## src/rtl/stage4_sram.sv

```systemverilog
// Memory stage and MEM/WB register for a 16-bit external SRAM.
// Each 32-bit access is split into low and high half-word cycles.
module stage4_sram #(
    parameter int          ADDR_WIDTH  = 18,
    parameter int          WAIT_CYCLES = 5,
    parameter logic [31:0] BASE_ADDR   = 32'd1024
) (
    input  logic                  clk,
    input  logic                  rst,
    input  logic [31:0]           ALUResult,
    input  logic [31:0]           StoreVal,
    input  logic                  MEM_R_EN,
    input  logic                  MEM_W_EN,
    input  logic                  MEM_WB_EN,
    input  logic [4:0]            Dest,
    output logic                  Freeze,
    output logic [31:0]           ALUOut,
    output logic [31:0]           DataMemoryOut,
    output logic                  MEM_R_ENOut,
    output logic                  MEM_WB_ENOut,
    output logic [4:0]            DestOut,
    output logic [ADDR_WIDTH-1:0] SRAM_ADDR,
    output logic [15:0]           SRAM_WDATA,
    input  logic [15:0]           SRAM_RDATA,
    output logic                  SRAM_WE_N,
    output logic                  SRAM_OE_N
);

    typedef enum logic [1:0] {
        IDLE,
        LOW,
        HIGH,
        DONE
    } state_t;

    localparam int CW = (WAIT_CYCLES > 1) ? $clog2(WAIT_CYCLES) : 1;

    state_t                state;
    logic [CW-1:0]         cnt;
    logic [15:0]           rd_lo;
    logic [15:0]           rd_hi;
    logic [31:0]           word;
    logic [ADDR_WIDTH-1:0] addr_lo;
    logic [ADDR_WIDTH-1:0] addr_hi;
    logic                  req;
    logic                  is_load;
    logic                  is_store;
    logic                  last;

    assign word     = (ALUResult - BASE_ADDR) >> 2;
    assign addr_lo  = ADDR_WIDTH'({word, 1'b0});
    assign addr_hi  = ADDR_WIDTH'({word, 1'b1});
    assign req      = MEM_R_EN | MEM_W_EN;
    // A request with both enables set is serviced as a load only.
    assign is_load  = MEM_R_EN;
    assign is_store = MEM_W_EN & ~MEM_R_EN;
    assign last     = (cnt == CW'(WAIT_CYCLES - 1));

    assign Freeze = ((state == IDLE) & req)
                  | (state == LOW)
                  | (state == HIGH);

    always_ff @(posedge clk or negedge rst) begin
        if (!rst) begin
            state      <= IDLE;
            cnt        <= '0;
            rd_lo      <= '0;
            rd_hi      <= '0;
            SRAM_ADDR  <= '0;
            SRAM_WDATA <= '0;
            SRAM_WE_N  <= 1'b1;
            SRAM_OE_N  <= 1'b1;
        end else begin
            unique case (state)
                IDLE: begin
                    if (req) begin
                        state      <= LOW;
                        cnt        <= '0;
                        SRAM_ADDR  <= addr_lo;
                        SRAM_WDATA <= StoreVal[15:0];
                        SRAM_OE_N  <= ~is_load;
                        SRAM_WE_N  <= ~is_store;
                    end
                end
                LOW: begin
                    if (last) begin
                        if (is_load) rd_lo <= SRAM_RDATA;
                        state      <= HIGH;
                        cnt        <= '0;
                        SRAM_ADDR  <= addr_hi;
                        SRAM_WDATA <= StoreVal[31:16];
                    end else begin
                        cnt <= cnt + 1'b1;
                    end
                end
                HIGH: begin
                    if (last) begin
                        if (is_load) rd_hi <= SRAM_RDATA;
                        state     <= DONE;
                        cnt       <= '0;
                        SRAM_WE_N <= 1'b1;
                        SRAM_OE_N <= 1'b1;
                    end else begin
                        cnt <= cnt + 1'b1;
                    end
                end
                DONE: begin
                    state <= IDLE;
                end
            endcase
        end
    end

    always_ff @(posedge clk or negedge rst) begin
        if (!rst) begin
            ALUOut        <= '0;
            DataMemoryOut <= '0;
            MEM_R_ENOut   <= 1'b0;
            MEM_WB_ENOut  <= 1'b0;
            DestOut       <= '0;
        end else if (!Freeze) begin
            ALUOut        <= ALUResult;
            DataMemoryOut <= MEM_R_EN ? {rd_hi, rd_lo} : 32'h0;
            MEM_R_ENOut   <= MEM_R_EN;
            MEM_WB_ENOut  <= MEM_WB_EN;
            DestOut       <= Dest;
        end
    end

endmodule

```

## config.mk

```make
export PLATFORM = sky130hd
export DESIGN_NAME = stage4_sram
export DESIGN_NICKNAME = d
export VERILOG_FILES = /design/src/rtl/stage4_sram.sv
export SDC_FILE = /design/constraint.sdc
export NUM_CORES = 1
export LEC_CHECK = 0
export CAP_MARGIN = 20
export CORE_ASPECT_RATIO = 0.8
export CORE_MARGIN = 4
export CORE_UTILIZATION = 30
export DETAILED_ROUTE_END_ITERATION = 10
export DONT_BUFFER_PORTS = 1
export PLACE_DENSITY = 0.45
export SLEW_MARGIN = 10
export SYNTH_ARGS = -nofsm -noshare
export SYNTH_HDL_FRONTEND = slang
export SYNTH_SLANG_ARGS = --single-unit
```

## constraint.sdc

```tcl
create_clock -name clk -period 2 [get_ports clk]
set_input_delay 0.4 -clock clk [delete_from_list [all_inputs] [get_ports clk]]
set_output_delay 0.4 -clock clk [all_outputs]
set_load 0.02 [all_outputs]
```

==> impl.org, run 1 <==
** Status
- The run finished, with violations left.
- The checks that failed: hold timing.

** CTS
- In this run, CTS created clock tree buffers numbering 17.
- CTS Root Buffer Type :: sky130_fd_sc_hd__clkbuf_16
- Clock-pin slew of the registers on the worst-case setup and hold paths :: 0.06 ns
- CTS tree :: built
- Max H-tree Level :: 4
- Clk_lat worst skew :: 0.42 ns
- Buffer levels on the longest clock path :: 2
- Clock sink total :: 144

** Global routing
- Overall fraction of global-route tracks in use :: 13.4%
- The initial antenna violation count is 0.
- Entering global routing, the biggest net connects 145 pins.
- Vias in the first global route :: 4056
- Grt total ovfl :: 0
- First-pass GRT wire length :: 23.0 mm

** Worst setup path
- STA puts the critical path data required time at 1.60 ns.
- In this run the critical register-to-register path is launched from state[0]$_DFFE_PN0P_.
- Crit path launch :: state[0]$_DFFE_PN0P_
- Endpoint class of the critical path :: output port
- Of all nets on the critical path, the largest fanout is 8.
- Startpoint type of the worst setup path :: flip-flop
- Peak per-stage delay on the critical path :: 0.43 ns
- The worst setup path is of the reg -> out kind.
- For this design, the slowest cell found on the critical path is sky130_fd_sc_hd__dfrtp_1.
- Data arrival time of the critical path :: 1.60 ns
- The critical path goes through inv_2, ha_4, a211oi_4, bufinv_8.

** Finish
- Number of antenna cells inserted :: 0
- Cells with a size suffix above 1 make up 18.3% of the layout.
- Fin cells :: 838
- Leaving out fill and tap cells, the most frequent cell in the layout is sky130_fd_sc_hd__nand2_1.
- Relative to the synthesized area, the layout overhead comes to 16.8%.
- Leading cell types in the layout, fill and taps excluded :: sky130_fd_sc_hd__nand2_1, sky130_fd_sc_hd__dfrtp_1, sky130_fd_sc_hd__mux2_2
- Count of nets after finishing :: 664

** STA
- Sum of negative setup slack :: 0 ns
- Worst-case clock skew :: 0.0118 ns
- Across all hold checks on the routed design, the worst slack comes to -0.319 ns.
- Slew Viols, Final :: 0
- Once routing completed, OpenROAD measured the worst setup slack at 0.00112 ns.
- Setup violation total in the final timing report :: 0
- The hold violation total from the final report came to 144.
- Based on the critical path, the design can be clocked at up to 500 MHz.
- In the finished design, the share of the clock period the worst path needs comes to 99.9%.
- Worst max-slew margin expressed relative to the limit :: 77.6%
- Transition time of the tightest slew-check pin :: 0.335 ns
- RSZ-0062 raised after global routing :: yes
- After layout, the minimum clock period comes to 2.00 ns.

** Pwr
- In this run the power density over the cells is 2060 nW/µm².
- Worst vdd ir :: 0.000787 V
- Leakage power :: 0.00333 µW

** Die
- The die is 134 µm tall.
- In this run the count of I/O pins placed on the die edge is 198.
- The core region is 19100 µm².
- The die covers 22000 µm².
- Once the floorplan was initialized, standard cells occupied 30.9% of the core.
- In this run the horizontal extent of the chip is 165 µm.
- Row count :: 45

** Min path
- Type of the most critical hold path :: in -> async

** Placed design
- Pre-CTS worst setup slack :: 0.0578 ns
- Count of buffers inserted at the top-level ports :: 0
- At the end of routability-driven placement, the weighted congestion stood at 0.762.
- Summed over all nets, the half-perimeter wirelength after detailed placement is 10.0 mm.
- Including well taps, the total number of placed cells is 801.

** Route
- Number of vias after detailed routing :: 3915
- Routed wire per std cell :: 17.3 µm
- Post-route antenna net violation count :: 0
- The first routing iteration left 167 violations.
- After detailed routing, the number of vias per cell comes to 4.67.
- The pre-antenna-repair detailed-routing pass consisted of 4 iterations.
- After detailed routing, the number of remaining DRC violations is 0.
- For this block, the routed nets add up to 14.5 mm of wire.

** Synthesis
- Synthesis inferred 144 register bits.
- The number of different library cells used by synthesis comes to 36.
- After synthesis the cells add up to 5910 µm².
- Of all flip-flops after synthesis, the portion carrying an async set or reset was 100%.
- Cells after Synth :: 561
- Of the synthesized area, sequential elements account for 61.0%.
- During synthesis, Yosys emitted a total of 0 warnings.
- For this run, the leading register cell type out of synthesis is sky130_fd_sc_hd__dfrtp_1.
- Number of flops mapped to enable cells by yosys :: 0
- Each instance of the synthesized netlist takes up on average 10.5 µm².
- Synthesized netlist net count :: 658

** Job
- Across the run, the number of max-cap violations was 0.
## where the power goes
| group | internal (µW) | switching [µW] |
|---|---|---|
| sequential | 4400 | 2380 |
| clock | 1620 | 1340 |
| combinational | 2030 | 2500 |
## path summary, 6_finish.rpt
kind / endpoint / slack [ns] / depth (start not counted)
min in group clk: ALUOut[5]$_DFFE_PN0N_ / 0.09 / 2
hold / removal: rd_lo[15]$_DFFE_PN0P_ / -0.32 / 0
max in group asynchronous: state[1]$_DFFE_PN0P_ / 2.06 / 0
setup / recovery: Freeze / 0.001 / 4
setup reg to reg: SRAM_ADDR[8]$_DFFE_PN0P_ / 0.11 / 7
hold reg to reg: DataMemoryOut[20]$_DFFE_PN0N_ / 0.50 / 2
## stage by stage
stage | area [µm²] | hold slack [ns] | util (%) | power (µW)
floorplan | 5910 | 0.104 | - | 9760
global placement | 6260 | 0.109 | 32.7 | 11000
detailed placement | 6260 | 0.109 | 32.7 | 11200
CTS | 6890 | -0.343 | 36.0 | 14500
global route | 6910 | -0.356 | 36.1 | 15300
finish | 6910 | -0.319 | 36.1 | 14300
## cells by family after synthesis
logic type	after synthesis	share of synthesized area, %
AOI/OAI and AO/OA	45	4.59
and+or+nand+nor	255	17.4
xor gates and xnor gates	6	0.889
DFF	144	61.0
adders and majority gates	7	1.48
muxes	61	11.2
buffers and inverters	43	3.43
## cell type report
type / instances / area [µm²]
fill: 1938 / 12200
clock inverter: 15 / 126
multi-input combinational: 374 / 2160
inverter: 9 / 47.5
timing repair inverter: 1 / 6.26
tap: 258 / 323
clock buffer: 17 / 425
sequential: 144 / 3610
timing repair buffer: 20 / 213
## state kept, by name (all words and copies together), names as in the netlist
signal	count
SRAM_ADDR	18
rd_lo	16
SRAM_WE_N	1
DestOut	5
SRAM_WDATA	16
ALUOut	32
SRAM_OE_N	1
rd_hi	16
cnt	3
DataMemoryOut	32
state	2
MEM_R_ENOut	1
MEM_WB_ENOut	1
## what timing repair did
| item | 4_1_cts | 5_1_grt |
|---|---|---|
| endpoints found under the setup margin | 1 | 19 |
| cloned | 1 | 0 |
| setup buffers | 3 | 1 |
| endpoints found under the hold margin | 144 | 144 |
| pin swaps | 2 | 1 |
| gates resized for setup | 9 | 3 |
## cell usage after synthesis, types with 3 or more instances
library cell / n / share of area, %
sky130_fd_sc_hd__clkbuf_1: 6 / 0.38
sky130_fd_sc_hd__mux2_2: 42 / 8.0
sky130_fd_sc_hd__nand3_1: 33 / 2.8
sky130_fd_sc_hd__buf_1: 3 / 0.19
sky130_fd_sc_hd__dfrtp_1: 142 / 60
sky130_fd_sc_hd__nand2_1: 181 / 11
sky130_fd_sc_hd__ha_1: 7 / 1.5
sky130_fd_sc_hd__buf_4: 4 / 0.51
sky130_fd_sc_hd__nor2_1: 32 / 2.0
sky130_fd_sc_hd__o21ai_0: 6 / 0.51
sky130_fd_sc_hd__a21oi_1: 27 / 2.3
sky130_fd_sc_hd__buf_2: 21 / 1.8
sky130_fd_sc_hd__mux2i_1: 19 / 3.2
sky130_fd_sc_hd__inv_1: 8 / 0.51
sky130_fd_sc_hd__xnor2_1: 4 / 0.59
## critical path, delay by kind of cell, from the launching register on
family                   cells  cell delay (ns)
adder cells (fa/ha/maj)      1             0.18
AO/OA/AOI/OAI                1             0.21
buffers and inverters        2             0.36
flip-flops                   1             0.43
## routing by layer
layer,global-route usage [%],vias to the layer above,wire (µm)
li1,-,1849,-
met1,16.1,1939,6000
met2,21.9,115,7080
met3,5.60,12,1240
met4,3.88,0,164
met5,0,-,0
Power figures use the tool's default switching activity.
==> inputs of run 2 (changes only) <==
==> constraint.sdc (replaced) <==
create_clock -name clk -period 2 [get_ports clk]
set_input_delay 0.1 -clock clk [delete_from_list [all_inputs] [get_ports clk]]
set_output_delay 0.1 -clock clk [all_outputs]
set_load 0.02 [all_outputs]
==> run 2 against run 1 <==
Maximum frequency up 4.6%; critical endpoint unchanged; clock power about the same; sequential share of layout area down 6.0 points; power up 2.1%; clock skew up 0.0019 ns; hold slack worse by 0.30 ns; critical path depth up 2; the run still ends with hold timing left; largest power group unchanged.
==> impl.org, run 2 (same netlist as run 1, synthesis figures left out) <==
** Worst setup path
- STA classifies the critical path endpoint as an output port.
- STA classifies the critical path startpoint as a flip-flop.
- The critical path required time is 1.90 ns (+0.30 ns).
- The arrival time of data at the critical path endpoint was 1.81 ns (+0.21 ns).
- Reg2Reg Depth :: 6 (-1)
- The largest fanout on the critical path was 26 (+18).
- The worst setup path is of the reg -> out kind.

** Status
- Violations in the final reports :: hold timing
- The flow ran to the end, but the final reports show violations.

** Global routing
- Overall fraction of global-route tracks in use :: 14.7% (+1.3 points)
- The number of global-route vias before repair is 4470 (+10%).
- Pin count of the biggest net entering global routing :: 145 (unchanged)
- Grt total ovfl :: 0 (unchanged)
- First-pass GRT wire length :: 25.2 mm (+9.6%)
- Number of antenna violations at the first check in global routing :: 0 (unchanged)

** CTS
- Clock sink total :: 144 (unchanged)
- Buffer levels on the longest clock path :: 2 (unchanged)
- Clk_lat worst skew :: 0.42 ns (about the same)
- Clock-pin slew of the registers on the worst-case setup and hold paths :: 0.06 ns (about the same)
- In this run, post-CTS hold repair placed 90 buffers.
- CTS tree :: built
- In this run the clock root is driven by a sky130_fd_sc_hd__clkbuf_16.
- The CTS H-tree depth came to 4 (unchanged).
- Clock buffers created by TritonCTS :: 17 (unchanged)

** Finish
- Count of nets after finishing :: 753 (+13%)
- Leaving out fill and tap cells, the most frequent cells in the layout are sky130_fd_sc_hd__nand2_1, sky130_fd_sc_hd__dfrtp_1, sky130_fd_sc_hd__dlygate4sd3_1.
- Synth-to-layout area growth :: 32.0%
- The largest registers in the layout are ALUOut: 32 flops, DataMemoryOut: 32 flops, SRAM_ADDR: 18 flops.
- Count of fill cells added during filler insertion :: 1873 (-3.4%)
- The multi-input gate area in the final layout was 2160 µm² (-0.17%).
- The fraction of final layout cells sized beyond drive strength 1 was 16.0% (-2.3 points).
- The library cell used most frequently in the layout, excluding fill and tap cells, is sky130_fd_sc_hd__nand2_1.
- Number of antenna cells inserted :: 0 (unchanged)
- The sequential cell area was 3610 µm² (unchanged).

** Die
- The height of the die is 134 µm (unchanged).
- Area of the core :: 19100 µm² (unchanged)
- The count of boundary I/O pins is 198 (unchanged).
- Row count :: 45 (unchanged)
- X dimension of the die :: 165 µm (unchanged)
- The effective utilization at floorplan came to 30.9% (unchanged).
- The area of the die came to 22000 µm² (unchanged).

** Route
- The detailed-route via count is 4261 (+8.8%).
- Final routed wirelength across all metal layers :: 15.9 mm (+9.5%)
- The number of nets still failing antenna checks after routing came to 0 (unchanged).
- The via density per instance came to 4.60 (-1.6%).
- The number of iterations in the first detailed-routing pass is 4 (unchanged).
- The residual DRC count is 0 (unchanged).
- Number of DRC markers after the initial detailed-route iteration :: 228 (+37%)
- The routed wire length per instance was 17.1 µm (-1.0%).

** STA
- The max-slew violation total from the final report came to 0 (unchanged).
- The clock skew after layout came to 0.0137 ns (+0.00190 ns).
- The hold violation total from the final report was 144 (unchanged).
- Worst max-slew margin expressed relative to the limit :: 78.1% (+0.44 points)
- Clock period minus final worst setup slack :: 1.91 ns (-0.0876 ns)
- Setup repair after global routing left no endpoint under its margin.
- Fraction of the cycle the final worst path needs :: 95.6% (-4.4 points)
- The number of setup violations in the final report came to 0 (unchanged).
- The post-route setup TNS was 0 ns (unchanged).
- Transition time of the tightest slew-check pin :: 0.326 ns (-0.00887 ns)
- Highest clock frequency the design can meet :: 523 MHz (+4.6%)
- The final worst slack is 0.0887 ns (+0.0876 ns).
- Worst hold margin :: -0.623 ns (-0.304 ns)

** Placed design
- The global placer's final weighted congestion was 0.739 (-3.0%).
- The post-DP HPWL came to 9.90 mm (-1.4%).
- Count of buffers inserted at the top-level ports :: 0 (unchanged)
- Pre-CTS worst setup slack :: 0.129 ns (+0.0711 ns)

** Pwr
- The worst supply voltage drop on vdd came to 0.000753 V (-4.3%).
- The post-layout total power was 14600 µW (+2.1%).
- Power per cell area :: 1870 nW/µm² (-9.6%)
- Leakage power :: 0.00370 µW (+11%)

** Min path
- In this run the worst hold path is classified as in -> async.

** Job
- The max-cap violation count is 0 (unchanged).
[run 2: worst max-delay path, stage by stage, from the launching register on]
cell and delay, ns:
sky130_fd_sc_hd__dfrtp_1 0.42, sky130_fd_sc_hd__inv_2 0.10, sky130_fd_sc_hd__ha_4 0.19, sky130_fd_sc_hd__a211oi_4 0.26, sky130_fd_sc_hd__inv_2 0.08, sky130_fd_sc_hd__buf_12 0.17
sky130_fd_sc_hd__buf_4 0.17
[run 2: timing repair]
item                                   4_1_cts  5_1_grt
setup endpoints to repair                    1        3
pin swaps                                    1        1
setup buffers                                2        2
gates cloned                                 1        0
resized for setup                            2        7
endpoints found under the hold margin      282      144
[run 2: area by class of cell]
| cell class | count | area share (%) |
|---|---|---|
| clock buffers | 17 | 5.45 |
| clock inverters | 15 | 1.62 |
| inverters | 9 | 0.433 |
| well taps | 258 | 4.13 |
| multi-input cells | 374 | 27.6 |
| repair buffers | 110 | 14.5 |
| flip-flops and latches | 144 | 46.2 |
[run 2: final timing paths]
path / startpoint / endpoint / slack (ns)
min reg2reg: rd_lo[10]$_DFFE_PN0P_ / DataMemoryOut[10]$_DFFE_PN0N_ / 0.50
min: rst / rd_hi[0]$_DFFE_PN0P_ / -0.62
min in group clk: ALUResult[14] / SRAM_ADDR[15]$_DFFE_PN0P_ / 0.02
max reg2reg: cnt[0]$_DFFE_PN0P_ / SRAM_ADDR[8]$_DFFE_PN0P_ / 0.18
max in group asynchronous: rst / SRAM_WDATA[3]$_DFFE_PN0P_ / 2.34
max: state[0]$_DFFE_PN0P_ / Freeze / 0.09
[run 2: where the power goes]
part	switching (µW)	leakage, µW	total (µW)	internal, µW
combinational	2620	0.00165	4800	2180
clock	1360	0.000257	2980	1620
sequential	2390	0.00180	6790	4400
[run 2: per-layer routing]
layer	GRT usage (%)	routed length, µm	vias to the layer above
met4	4.57	221	0
li1	-	-	2044
met2	23.2	7530	124
met5	0	0	-
met3	4.89	1050	15
met1	19.1	7060	2078
[run 2: through the flow]
stage                     cell area [µm²]  utilization (%)  instances
final                                7810             40.8        927
after global routing                 7810             40.8        927
after CTS                            7760             40.5        925
after detailed placement             6240             32.6        800
after global placement               6240             32.6        800
after floorplan                      5910                -        561
==> inputs of run 3 (changes only) <==
- RECOVER_POWER: not set -> 100
==> run 3 against run 2 <==
The run still ends with hold timing left; die area unchanged; register-to-register slack got worse by 0.02 ns; via count about the same; setup slack improved by 0.0021 ns; routed wire length decreased by 0.17%; combinational power decreased by 4%; clock power about the same; maximum frequency increased by 0.11%.
==> impl.org, run 3 (same netlist as run 1, synthesis figures left out) <==
** Global routing
- Number of antenna violations at the first check in global routing :: 0 (unchanged)
- First-pass GRT wire length :: 25.2 mm (unchanged)
- GRT met3 Usage :: 4.89% (unchanged)
- The global-route total usage across every layer came to 14.7% (unchanged).
- Vias in the first global route :: 4470 (unchanged)
- The pin count of the biggest net entering global routing is 145 (unchanged).
- The global-route met2 utilization was 23.2% (unchanged).
- The met1 usage in global routing came to 19.1% (unchanged).
- Grt total ovfl :: 0 (unchanged)
- Busiest layer in global routing :: met2

** Die
- Die ar. :: 22000 µm² (unchanged)
- The effective utilization at floorplan came to 30.9% (unchanged).
- Area of the core :: 19100 µm² (unchanged)
- Top-level port count :: 198 (unchanged)
- Height of the chip :: 134 µm (unchanged)
- X dimension of the die :: 165 µm (unchanged)
- The cell row count was 45 (unchanged).

** Worst setup path
- The endpoint identified for the worst register-to-register timing path is DataMemoryOut[30]$_DFFE_PN0N_.
- The most numerous cell type found on the critical path is sky130_fd_sc_hd__inv_2.
- Tracing the worst setup path back leads to its startpoint at state[0]$_DFFE_PN0P_.
- Startpoint of the lowest-slack register-to-register path :: state[0]$_DFFE_PN0P_
- The slowest stage of the critical path belongs to the cell sky130_fd_sc_hd__dfrtp_1.
- STA classifies the critical path startpoint as a flip-flop.
- The critical path required time was 1.90 ns (about the same).
- The arrival time of data at the critical path endpoint was 1.81 ns (about the same).
- Worst setup slack for register-to-register paths :: 0.16 ns (-0.02 ns)
- Worst setup endpoint :: Freeze
- Reg2Reg Depth :: 8 (+2)
- Walking the worst path, the cells encountered are inv_2, ha_4, a211oi_4, inv_2, buf_12, buf_4.
- The largest fanout on the critical path is 26 (unchanged).
- Type of the worst setup path :: reg -> out
- The highest cell delay on the worst timing path was 0.42 ns (about the same).
- Endpoint class of the critical path :: output port

** Route
- Post-route antenna net violation count :: 0 (unchanged)
- DR pass1 iterations :: 4 (unchanged)
- Routed wire per std cell :: 17.1 µm (-0.17%)
- Final routed wirelength across all metal layers :: 15.8 mm (-0.17%)
- Number of DRC markers after the initial detailed-route iteration :: 281 (+23%)
- Number of vias after detailed routing :: 4260 (-0.023%)
- The via density per instance is 4.60 (about the same).
- Post-route DRC :: 0 (unchanged)

** CTS
- Clock sink total :: 144 (unchanged)
- Hold buffer count at cts :: 90 (unchanged)
- The tree is rooted in a sky130_fd_sc_hd__clkbuf_16.
- Clock buffers created by TritonCTS :: 17 (unchanged)
- Clk_lat worst skew :: 0.42 ns (about the same)
- TritonCTS built the clock tree.
- The CTS H-tree depth came to 4 (unchanged).
- Buffer levels on the longest clock path :: 2 (unchanged)
- Clock-pin slew of the registers on the worst-case setup and hold paths :: 0.06 ns (about the same)

** STA
- The actual transition at the worst max-transition pin is 0.487 ns (+0.162 ns).
- Sum of negative setup slack :: 0 ns (unchanged)
- Worst max-slew margin expressed relative to the limit :: 67.5% (-11 points)
- Clock period minus final worst setup slack :: 1.91 ns (-0.00210 ns)
- Final worst setup slack :: 0.0908 ns (+0.00210 ns)
- Worst hold margin :: -0.623 ns (+0.000477 ns)
- Fraction of the cycle the final worst path needs :: 95.5% (-0.11 points)
- Worst-case clock skew :: 0.0140 ns (+0.000373 ns)
- Highest clock frequency the design can meet :: 524 MHz (+0.11%)
- The max-slew violation total from the final report was 0 (unchanged).
- Setup violation total in the final timing report :: 0 (unchanged)
- Setup repair after global routing left no endpoint under its margin.
- Final Hold Fails :: 144 (unchanged)

** Finish
- Synth-to-layout area growth :: 31.2%
- The net count of the finished layout is 753 (unchanged).
- Leading cell types in the layout, fill and taps excluded :: sky130_fd_sc_hd__nand2_1, sky130_fd_sc_hd__dfrtp_1, sky130_fd_sc_hd__dlygate4sd3_1
- The count of inserted antenna diode cells was 0 (unchanged).
- The fraction of final layout cells sized beyond drive strength 1 was 15.4% (-0.60 points).
- Leaving out fill and tap cells, the most frequent cell in the layout is sky130_fd_sc_hd__nand2_1.
- Count of fill cells added during filler insertion :: 1882 (+0.48%)
- The largest registers in the layout are ALUOut: 32 flops, DataMemoryOut: 32 flops, SRAM_ADDR: 18 flops.

** Pwr
- Power per cell area :: 1850 nW/µm² (-0.69%)
- Worst vdd ir :: 0.000752 V (-0.15%)
- Leakage power :: 0.00367 µW (-0.82%)

** Status
- Outcome :: complete, but fails checks
- Violations in the final reports :: hold timing

** Job
- The max-cap violation count came to 0 (unchanged).

** Placed design
- RePlAce Congestion :: 0.739 (unchanged)
- The number of input and output port buffers inserted was 0 (unchanged).
- Final HPWL DP :: 9.90 mm (unchanged)
- The setup slack after placement came to 0.129 ns (unchanged).

** Min path
- The min-delay analysis places its worst path in the category in -> async.
==> run 3: cell count changes in the layout (fill, tap and decap cells not counted), sizes merged <==
cell	delta
clkbuf	+7
bufbuf	-1
buf	-6
==> run 3: metal layers <==
| layer | wire [µm] | vias up | part of all wire (%) |
|---|---|---|---|
| li1 | - | 2042 | - |
| met1 | 7000 | 2073 | 44 |
| met2 | 7530 | 131 | 48 |
| met3 | 1100 | 14 | 6.9 |
| met4 | 208 | 0 | 1.3 |
| met5 | 0 | - | 0 |
==> run 3: worst min-delay path by stage <==
| stage | start | end | slack (ns) | cells after the start |
|---|---|---|---|---|
| 2_1_floorplan | rst | ALUOut[0]$_DFFE_PN0N_ | -0.20 | 0 |
| 5_1_grt | rst | DataMemoryOut[24]$_DFFE_PN0N_ | -0.66 | 0 |
| 3_3_place_gp | rst | DataMemoryOut[16]$_DFFE_PN0N_ | -0.19 | 0 |
| 6_report | rst | rd_hi[0]$_DFFE_PN0P_ | -0.62 | 0 |
| 4_1_cts | rst | DataMemoryOut[29]$_DFFE_PN0N_ | -0.65 | 0 |
| 3_5_place_dp | rst | rd_hi[0]$_DFFE_PN0P_ | -0.19 | 0 |
==> run 3: report_power, final <==
| part | total, µW | switching, µW | internal (µW) |
|---|---|---|---|
| registers | 6780 | 2390 | 4390 |
| logic | 4610 | 2620 | 2000 |
| clock network | 2980 | 1360 | 1620 |
==> run 3: through the flow <==
step	power (µW)	cell area [µm²]	std cells	utilization, %
detailed placement	11200	6240	800	32.6
global placement	10900	6240	800	32.6
finish	14400	7760	927	40.5
floorplan	9760	5910	561	-
CTS	14700	7760	925	40.5
global route	15400	7760	927	40.5
==> run 3: repair_timing <==
| action | 4_1_cts | 5_1_grt |
|---|---|---|
| endpoints found under the setup margin | 1 | 3 |
| cloned | 1 | 0 |
| pin swaps | 1 | 1 |
| hold endpoints to repair | 282 | 144 |
| resized for setup | 2 | 7 |
| setup buffers | 2 | 2 |
==> run 3: cell type report <==
type | instances | area (µm²) | area share, %
Clock buffer | 17 | 425 | 5.48
Clock inverter | 15 | 126 | 1.63
Inverter | 9 | 33.8 | 0.435
Multi-Input combinational cell | 374 | 2160 | 27.8
Sequential cell | 144 | 3610 | 46.5
Tap cell | 258 | 323 | 4.16
Timing Repair Buffer | 110 | 1080 | 14.0
==> run 3: critical path, delay by kind of cell, from the launching register on <==
family / cells / cell delay [ns]
fa+ha+maj: 1 / 0.19
buf+inv: 4 / 0.52
compound gates: 1 / 0.26
flops: 1 / 0.42
